`src/rtl/cb_config_pkg.sv`:
```
// Shared state type and framing constants for the tile configuration writer.
package cb_config_pkg;

    localparam int unsigned HDR_BYTES = 2;
    localparam int unsigned BYTE_W    = 8;
    localparam int unsigned IDX_W     = $clog2(BYTE_W);

    typedef enum logic [2:0] {
        StIdle,
        StLen,
        StLoad,
        StSetup,
        StStrobe,
        StDone
    } cfg_state_e;

endpackage

```
`src/rtl/cb_config_writer.sv`:
```
// Unpacks {start address, bit count, data bytes} packets into one-bit writes on a tile's
// memory-bank configuration port, with a setup cycle ahead of every enable strobe.
module cb_config_writer
    import cb_config_pkg::*;
#(
    parameter int unsigned ADDR_W   = 7,
    parameter int unsigned MAX_BITS = 255
) (
    input  logic              prog_clk,
    input  logic              prog_reset_n,
    input  logic [7:0]        s_data,
    input  logic              s_valid,
    output logic              s_ready,
    output logic              enable,
    output logic [0:ADDR_W-1] address,
    output logic [0:0]        data_in,
    output logic              busy,
    output logic              done,
    output logic              wrap_err
);

    localparam logic [7:0]       MaxBits = 8'(MAX_BITS);
    localparam logic [IDX_W-1:0] LastIdx = IDX_W'(BYTE_W - 1);

    cfg_state_e        state_q, state_d;
    logic [ADDR_W-1:0] addr_cnt_q, addr_cnt_d;
    logic [ADDR_W-1:0] address_q, address_d;
    logic [7:0]        bits_left_q, bits_left_d;
    logic [IDX_W-1:0]  bit_idx_q, bit_idx_d;
    logic [BYTE_W-1:0] shift_q, shift_d;
    logic              data_q, data_d;
    logic              wrap_q, wrap_d;
    logic              xfer;

    // Reset gates ready directly so upstream never sees a transfer while the writer is held.
    assign s_ready = prog_reset_n &&
                     (state_q == StIdle || state_q == StLen || state_q == StLoad);
    assign xfer    = s_valid && s_ready;

    always_comb begin
        state_d     = state_q;
        addr_cnt_d  = addr_cnt_q;
        address_d   = address_q;
        bits_left_d = bits_left_q;
        bit_idx_d   = bit_idx_q;
        shift_d     = shift_q;
        data_d      = data_q;
        wrap_d      = wrap_q;

        unique case (state_q)
            StIdle: begin
                if (xfer) begin
                    addr_cnt_d = s_data[ADDR_W-1:0];
                    state_d    = StLen;
                end
            end
            StLen: begin
                if (xfer) begin
                    bits_left_d = (s_data > MaxBits) ? MaxBits : s_data;
                    state_d     = (bits_left_d == '0) ? StDone : StLoad;
                end
            end
            StLoad: begin
                if (xfer) begin
                    shift_d   = s_data;
                    bit_idx_d = '0;
                    state_d   = StSetup;
                end
            end
            StSetup: begin
                state_d = StStrobe;
            end
            StStrobe: begin
                addr_cnt_d  = addr_cnt_q + 1'b1;
                bit_idx_d   = bit_idx_q + 1'b1;
                bits_left_d = bits_left_q - 8'd1;
                // A wrap on the packet's last bit is harmless: nothing is written there.
                if ((&addr_cnt_q) && (bits_left_d != '0)) begin
                    wrap_d = 1'b1;
                end
                if (bits_left_d == '0) begin
                    state_d = StDone;
                end else if (bit_idx_q == LastIdx) begin
                    state_d = StLoad;
                end else begin
                    state_d = StSetup;
                end
            end
            StDone: begin
                state_d = StIdle;
            end
            default: begin
                state_d = StIdle;
            end
        endcase

        // Address and data are captured on entry to SETUP so they are stable a full cycle
        // before the strobe and hold through it.
        if (state_d == StSetup) begin
            address_d = addr_cnt_d;
            data_d    = shift_d[bit_idx_d];
        end
    end

    always_ff @(posedge prog_clk or negedge prog_reset_n) begin
        if (!prog_reset_n) begin
            state_q     <= StIdle;
            addr_cnt_q  <= '0;
            address_q   <= '0;
            bits_left_q <= '0;
            bit_idx_q   <= '0;
            shift_q     <= '0;
            data_q      <= 1'b0;
            wrap_q      <= 1'b0;
        end else begin
            state_q     <= state_d;
            addr_cnt_q  <= addr_cnt_d;
            address_q   <= address_d;
            bits_left_q <= bits_left_d;
            bit_idx_q   <= bit_idx_d;
            shift_q     <= shift_d;
            data_q      <= data_d;
            wrap_q      <= wrap_d;
        end
    end

    // The port is declared ascending, but address[0] must carry the LSB.
    always_comb begin
        for (int i = 0; i < int'(ADDR_W); i++) begin
            address[i] = address_q[i];
        end
    end

    assign data_in[0] = data_q;
    assign enable     = (state_q == StStrobe);
    assign busy       = (state_q != StIdle);
    assign done       = (state_q == StDone);
    assign wrap_err   = wrap_q;

endmodule

```
`config.mk`:
```
export PLATFORM = sky130hd
export DESIGN_NAME = cb_config_writer
export DESIGN_NICKNAME = d
export VERILOG_FILES = /design/src/rtl/cb_config_pkg.sv /design/src/rtl/cb_config_writer.sv
export SDC_FILE = /design/constraint.sdc
export NUM_CORES = 1
export LEC_CHECK = 0
export BUFFER_PORTS_ARGS = -buffer_cell sky130_fd_sc_hd__buf_2
export CAP_MARGIN = 20
export CORE_MARGIN = 5
export CORE_UTILIZATION = 55
export CTS_BUF_LIST = sky130_fd_sc_hd__clkbuf_8
export DETAILED_ROUTE_END_ITERATION = 6
export PLACE_DENSITY = 0.86
export RECOVER_POWER = 50
export SKIP_CTS_REPAIR_TIMING = 1
export SLEW_MARGIN = 20
export SYNTH_ARGS = -nofsm -noshare
export SYNTH_HDL_FRONTEND = slang
export SYNTH_SLANG_ARGS = --single-unit
```
`constraint.sdc`:
```
create_clock -name prog_clk -period 2.5 [get_ports prog_clk]
set_clock_uncertainty 0.15 [all_clocks]
set_input_delay 0 -clock prog_clk [delete_from_list [all_inputs] [get_ports prog_clk]]
set_output_delay 0 -clock prog_clk [all_outputs]
set_load 0.02 [all_outputs]
```
---- Word-level counts from Yosys, hierarchy flattened ----
Index checks and enable logic that the tools add are counted.
Widths: inputs -> output; s select.
storage, ports and cells
  flip-flop bits (word level) ............. 38
  latch bits .............................. 0
  memory bits (writable) .................. 0
  bits in read-only memories .............. 0
  input bits .............................. 11
  output and inout bits ................... 13
  word-level logic and storage cells ...... 53
  memories ................................ 0
operators by class
  $add $sub $neg .......................... 3
  multiply operators ...................... 0
  div/mod/pow operators ................... 0
  magnitude comparators ................... 2
  eq/ne operators ......................... 8
  shift operators ......................... 0
  mux-type cells .......................... 18
  bitwise logic cells ..................... 0
  reductions and logical operators ........ 14
operators with widths
  cell                 count
  $mux 8               4
  $mux 3               6
  $logic_not 8->1      2
  $pmux 8 s2           1
  $pmux 3 s5           1
  $pmux 7 s2           1
  $eq 3x2->1 const B   3
  $eq 3x3->1 const B   3
  $gt 8x8->1 const B   1
  $reduce_bool 8->1    1
  $sub 8x1->8 const B  1
  $add 7x1->7 const B  1
  $mux 7               1
  $reduce_and 7->1     1
  $pmux 3 s2           1
  $lt 3x4->1 const B   1
  $reduce_and 2->1     2
  $add 3x1->3 const B  1
  $bmux 1 s3           1
  $eq 3x1->1 const B   1
  $logic_and 1x1->1    3
  $logic_not 3->1      1
  $reduce_bool 3->1    1
  $logic_or 1x1->1     2
  3 further kinds      4

---- Logic depth before layout (Yosys ltp) ----
  depth after elaboration ................. 9
  mapped depth ............................ 9
  depth with buffers taken out ............ 8

---- Worst setup path after synthesis ----
OpenSTA, ideal clock, no wires.
  kind .................................... reg-to-reg
  from .................................... register bits_left_q[3]
  to ...................................... register address_q[0]
  setup time .............................. 0.125 ns
  arrival ................................. 2.439 ns
  required time ........................... 2.225 ns
  setup slack ............................. -0.214 ns
  stages on the path, launching flop included .. 9
  path buffers ............................ 2
  period minus slack after synthesis ...... 2.714 ns
  cell sequence ........................... dfrtp_1 -> buf_6 -> or3_1 -> nor3_1 -> xor2_1 -> or4_1 -> buf_2 -> a31oi_4 -> mux2_2
on the way
  cells in the longest elaborated chain, start to end .. 5
RTL lines
  item                      RTL line                 RTL
  start: declaration        cb_config_writer.sv:28   logic [7:0] bits_left_q, bits_left_d;
  start signal: assignment  cb_config_writer.sv:119  bits_left_q <= bits_left_d;
  $sub 8x1->8               cb_config_writer.sv:76   bits_left_d = bits_left_q - 8'd1;
  $logic_not 8->1           cb_config_writer.sv:81   if (bits_left_d == '0) begin
  $mux 3                    cb_config_writer.sv:81
  $pmux 3 s5                cb_config_writer.sv:50   unique case (state_q)
  $eq 3x2->1                cb_config_writer.sv:99   if (state_d == StSetup) begin
  end signal: assignment    cb_config_writer.sv:118  address_q <= address_d;
  end: declaration          cb_config_writer.sv:27   logic [ADDR_W-1:0] address_q, address_d;
No other way between the ends.
A chain may end at the register's enable or synchronous reset.

---- Worst setup path in the final report ----
  from .................................... register bits_left_q[2]
  to ...................................... register address_q[4]
Same word-level chain as after synthesis.

==> impl_metrics.csv <==
group,metric,value,unit
logic_synthesis,synth-xor-area-share,0.01218,
logic_synthesis,synth_edf_count,0,
placement,gp_congestion,0.9030,
grt,antenna_found_initial,0,
logic_synthesis,syn-cell-area,2157,um^2
cells_and_area,nets,308,
timing,fmaxAchievable,0.3845,GHz
logic_synthesis,synth_compound_area_frac,0.2065,
detailed_routing,routed-via-count,2169,
logic_synthesis,synth_mux_area_frac,0.06090,
cells_and_area,seq_area,950.9,um^2
logic_synthesis,syn-mean-instance-area,9.140,um^2
clock_network,h-tree-depth,2,
placement,place_inst,323,
logic_synthesis,synth_top_family_by_area,"compound AO/OA/AOI/OAI gates",
worst_setup_path,crit_path_start,"bits_left_q[2]$_DFFE_PN0P_",
detailed_routing,via_per_inst,6.361,
worst_setup_path,cp_max_fo,8,
hold_path,min_from,"s_valid",
clock_network,cts_sinks,38,
detailed_routing,met3_wirelength,516,um
placement,place_hpwl,4172,um
detailed_routing,wire_per_inst,18.17,um
floorplanning,start_util,0.5762,
grt,grt_pass1_wl,9563,um
floorplanning,core_area,3744,um^2
logic_synthesis,synth_cell_types,52,
worst_setup_path,worstPathArrival,2.63,ns
clock_network,root_buffer,"clkbuf_8",
timing,drv_slew,0,
grt,gr-usage-all-layers,0.2344,
grt,grt_max_degree,39,
timing,max_slew_margin,0.6172,
cells_and_area,multi_input_area,1127,um^2
timing,finalCritPeriodShare,1.040,
clock_network,clkLatencyLatePin,0.29,ns
outcome,violations,"negative setup slack",
detailed_routing,drt_iter0_markers,260,
logic_synthesis,async_flop_share,1.000,
timing,finalSetupViolCount,8,
worst_setup_path,critPathCaptureType,"flop",
clock_network,cts_tree,"built",
cells_and_area,layout-drive-gt1-share,0.2423,
logic_synthesis,ys_seq_elements,38,
cells_and_area,diodes,0,
logic_synthesis,synth_cells,236,
floorplanning,fp.dieArea,5274,um^2
timing,hold_viol_final,0,
detailed_routing,routed_wl,6197,um
timing,rsz0062_at_grt,"true",
placement,io_buffers,23,
worst_setup_path,critPathKind,"flop to flop",
worst_setup_path,cp.required,2.53,ns
detailed_routing,wl_met2,3064,um
logic_synthesis,ys_warn_count,0,
outcome,status,"finished, violations left",
timing,min_period,2.601,ns
worst_setup_path,reg2reg_slack,-0.10,ns
grt,gr-total-overflow,0,
logic_synthesis,synthFlopType,"dfrtp_1",
floorplanning,rows,22,
detailed_routing,wl_met1,2368,um
cells_and_area,nFillCells,270,
detailed_routing,dr.max_layer_used,"met4",
floorplanning,die_x,72.63,um
cells_and_area,syn_to_final_growth,26.86,%
logic_synthesis,synth_fa_ha_area_frac,0.02900,
logic_synthesis,synth_nets,252,
pwr,p_per_area,1191,nW/um^2
flow_run,cap_violations,0,
worst_setup_path,worstReg2RegStart,"bits_left_q[2]$_DFFE_PN0P_",
pwr,ir_worst_vdd,0.6910,mV
floorplanning,die_h,72.63,um
floorplanning,ios,24,
clock_network,cts.path.max_buffers,2,
timing,setup_ws,-0.1007,ns
detailed_routing,detail-route-antenna-nets,0,
timing,worst_pin_slew,0.5682,ns
grt,grt_pass1_vias,2039,
pwr,finalPower,0.003260,W
detailed_routing,first_pass_iters,7,
hold_path,hold_path_class,"input port to flop",
worst_setup_path,critPathLaunchType,"flop",
detailed_routing,drcViolationCount,0,
clock_network,cts_buffers,5,
clock_network,clkTransAtPathRegs,0.08,ns
cells_and_area,finalNonFillerCells,341,
logic_synthesis,yosys.area_share.simple,0.2007,
pwr,p_leak,1.323,nW
logic_synthesis,yosysSeqAreaShare,0.4408,
-- sequential cells by signal, summed over array words and instances (netlist names) --
name / flops
state_q: 3
address_q: 7
bit_idx_q: 3
wrap_err: 1
data_in: 1
shift_q: 8
addr_cnt_q: 7
bits_left_q: 8
-- power breakdown --
part / internal [W] / switching, W
combinational: 0.000745 / 0.000868
clock: 0.000297 / 0.000224
sequential: 0.000889 / 0.000237
total: 0.00193 / 0.00133
-- layout by cell type (no fill, tap or decap), types with 7 or more instances in the layout --
cell,count
nand2_1,41
dfrtp_1,38
buf_4,27
buf_2,18
inv_1,14
nor2_1,13
o21ai_0,12
a21oi_1,11
dlygate4sd3_1,10
o22ai_1,8
mux2_2,7
-- synth_stat cells, types with 3 or more instances --
cell      count  area (um^2)
a22oi_1       4        30.03
nand3_1       6        30.03
o22ai_1       8        50.05
o21ai_0      13        65.06
nor4_1        3        18.77
dfrtp_1      38        950.9
nand2_1      41        153.9
mux2_2        8        90.09
clkbuf_1      9        33.78
inv_1        14        52.55
a21oi_1      11        55.05
mux2i_1       3        30.03
a211oi_1      4        30.03
a221o_1       3        30.03
ha_1          5        62.56
nor2_1       13        48.80
nand2b_1      3        18.77
and3_1        3        18.77
nor3_1        5        25.02
or3_1         3        18.77
-- worst max-delay path, stage by stage, from the launching register on --
cell and delay, ns:
dfrtp_1 0.41, or3_4 0.44, nor3_4 0.14, xor2_1 0.11, or4_4 0.57, a31oi_4 0.17
buf_12 0.15, mux2_2 0.33
-- layer usage --
metal | vias to the layer above | global-route usage
li1 | 960 | -
met1 | 1039 | 0.2915
met2 | 141 | 0.3888
met3 | 29 | 0.04132
met4 | 0 | 0.1209
met5 | - | 0
-- cell families after synthesis --
group	after synthesis
AO/OA/AOI/OAI	62
XOR/XNOR	3
adder cells (fa/ha/maj)	5
buffers and inverters	26
flip-flops	38
multiplexers	12
AND/OR/NAND/NOR	90
-- path summary, 6_finish.rpt --
kind	end	cells past startpoint
setup reg to reg	address_q[4]$_DFFE_PN0N_	7
max in group asynchronous	wrap_err$_DFFE_PN0P_	3
min in group asynchronous	shift_q[7]$_DFF_PN0_	3
hold / removal	shift_q[1]$_DFF_PN0_	4
hold reg to reg	shift_q[1]$_DFF_PN0_	2
setup / recovery	address_q[4]$_DFFE_PN0N_	7
-- area by class of cell --
cell class                      count  area share
Inverter                           14     0.01920
Timing Repair Buffer               61      0.1578
Multi-Input combinational cell    172      0.4120
Sequential cell                    38      0.3475
Clock inverter                      3     0.01646
Tap cell                           48     0.02195
Clock buffer                        5     0.02515
-- metrics by stage --
step | hold slack (ns) | utilization | area (um^2) | TNS, ns | worst slack (ns)
3_3_place_gp | -0.3306 | 0.6705 | 2510 | -0.4089 | -0.06045
4_1_cts | -0.6329 | 0.7009 | 2624 | -0.9779 | -0.1448
2_1_floorplan | -0.4456 | - | 2167 | -0.7471 | -0.1092
5_1_grt | 0.1026 | 0.7309 | 2736 | -1.249 | -0.1689
6_report | 0.07827 | 0.7309 | 2736 | -0.6494 | -0.1007
3_5_place_dp | -0.3266 | 0.6705 | 2510 | -0.7488 | -0.1110
(Power assumes the default switching activity.)
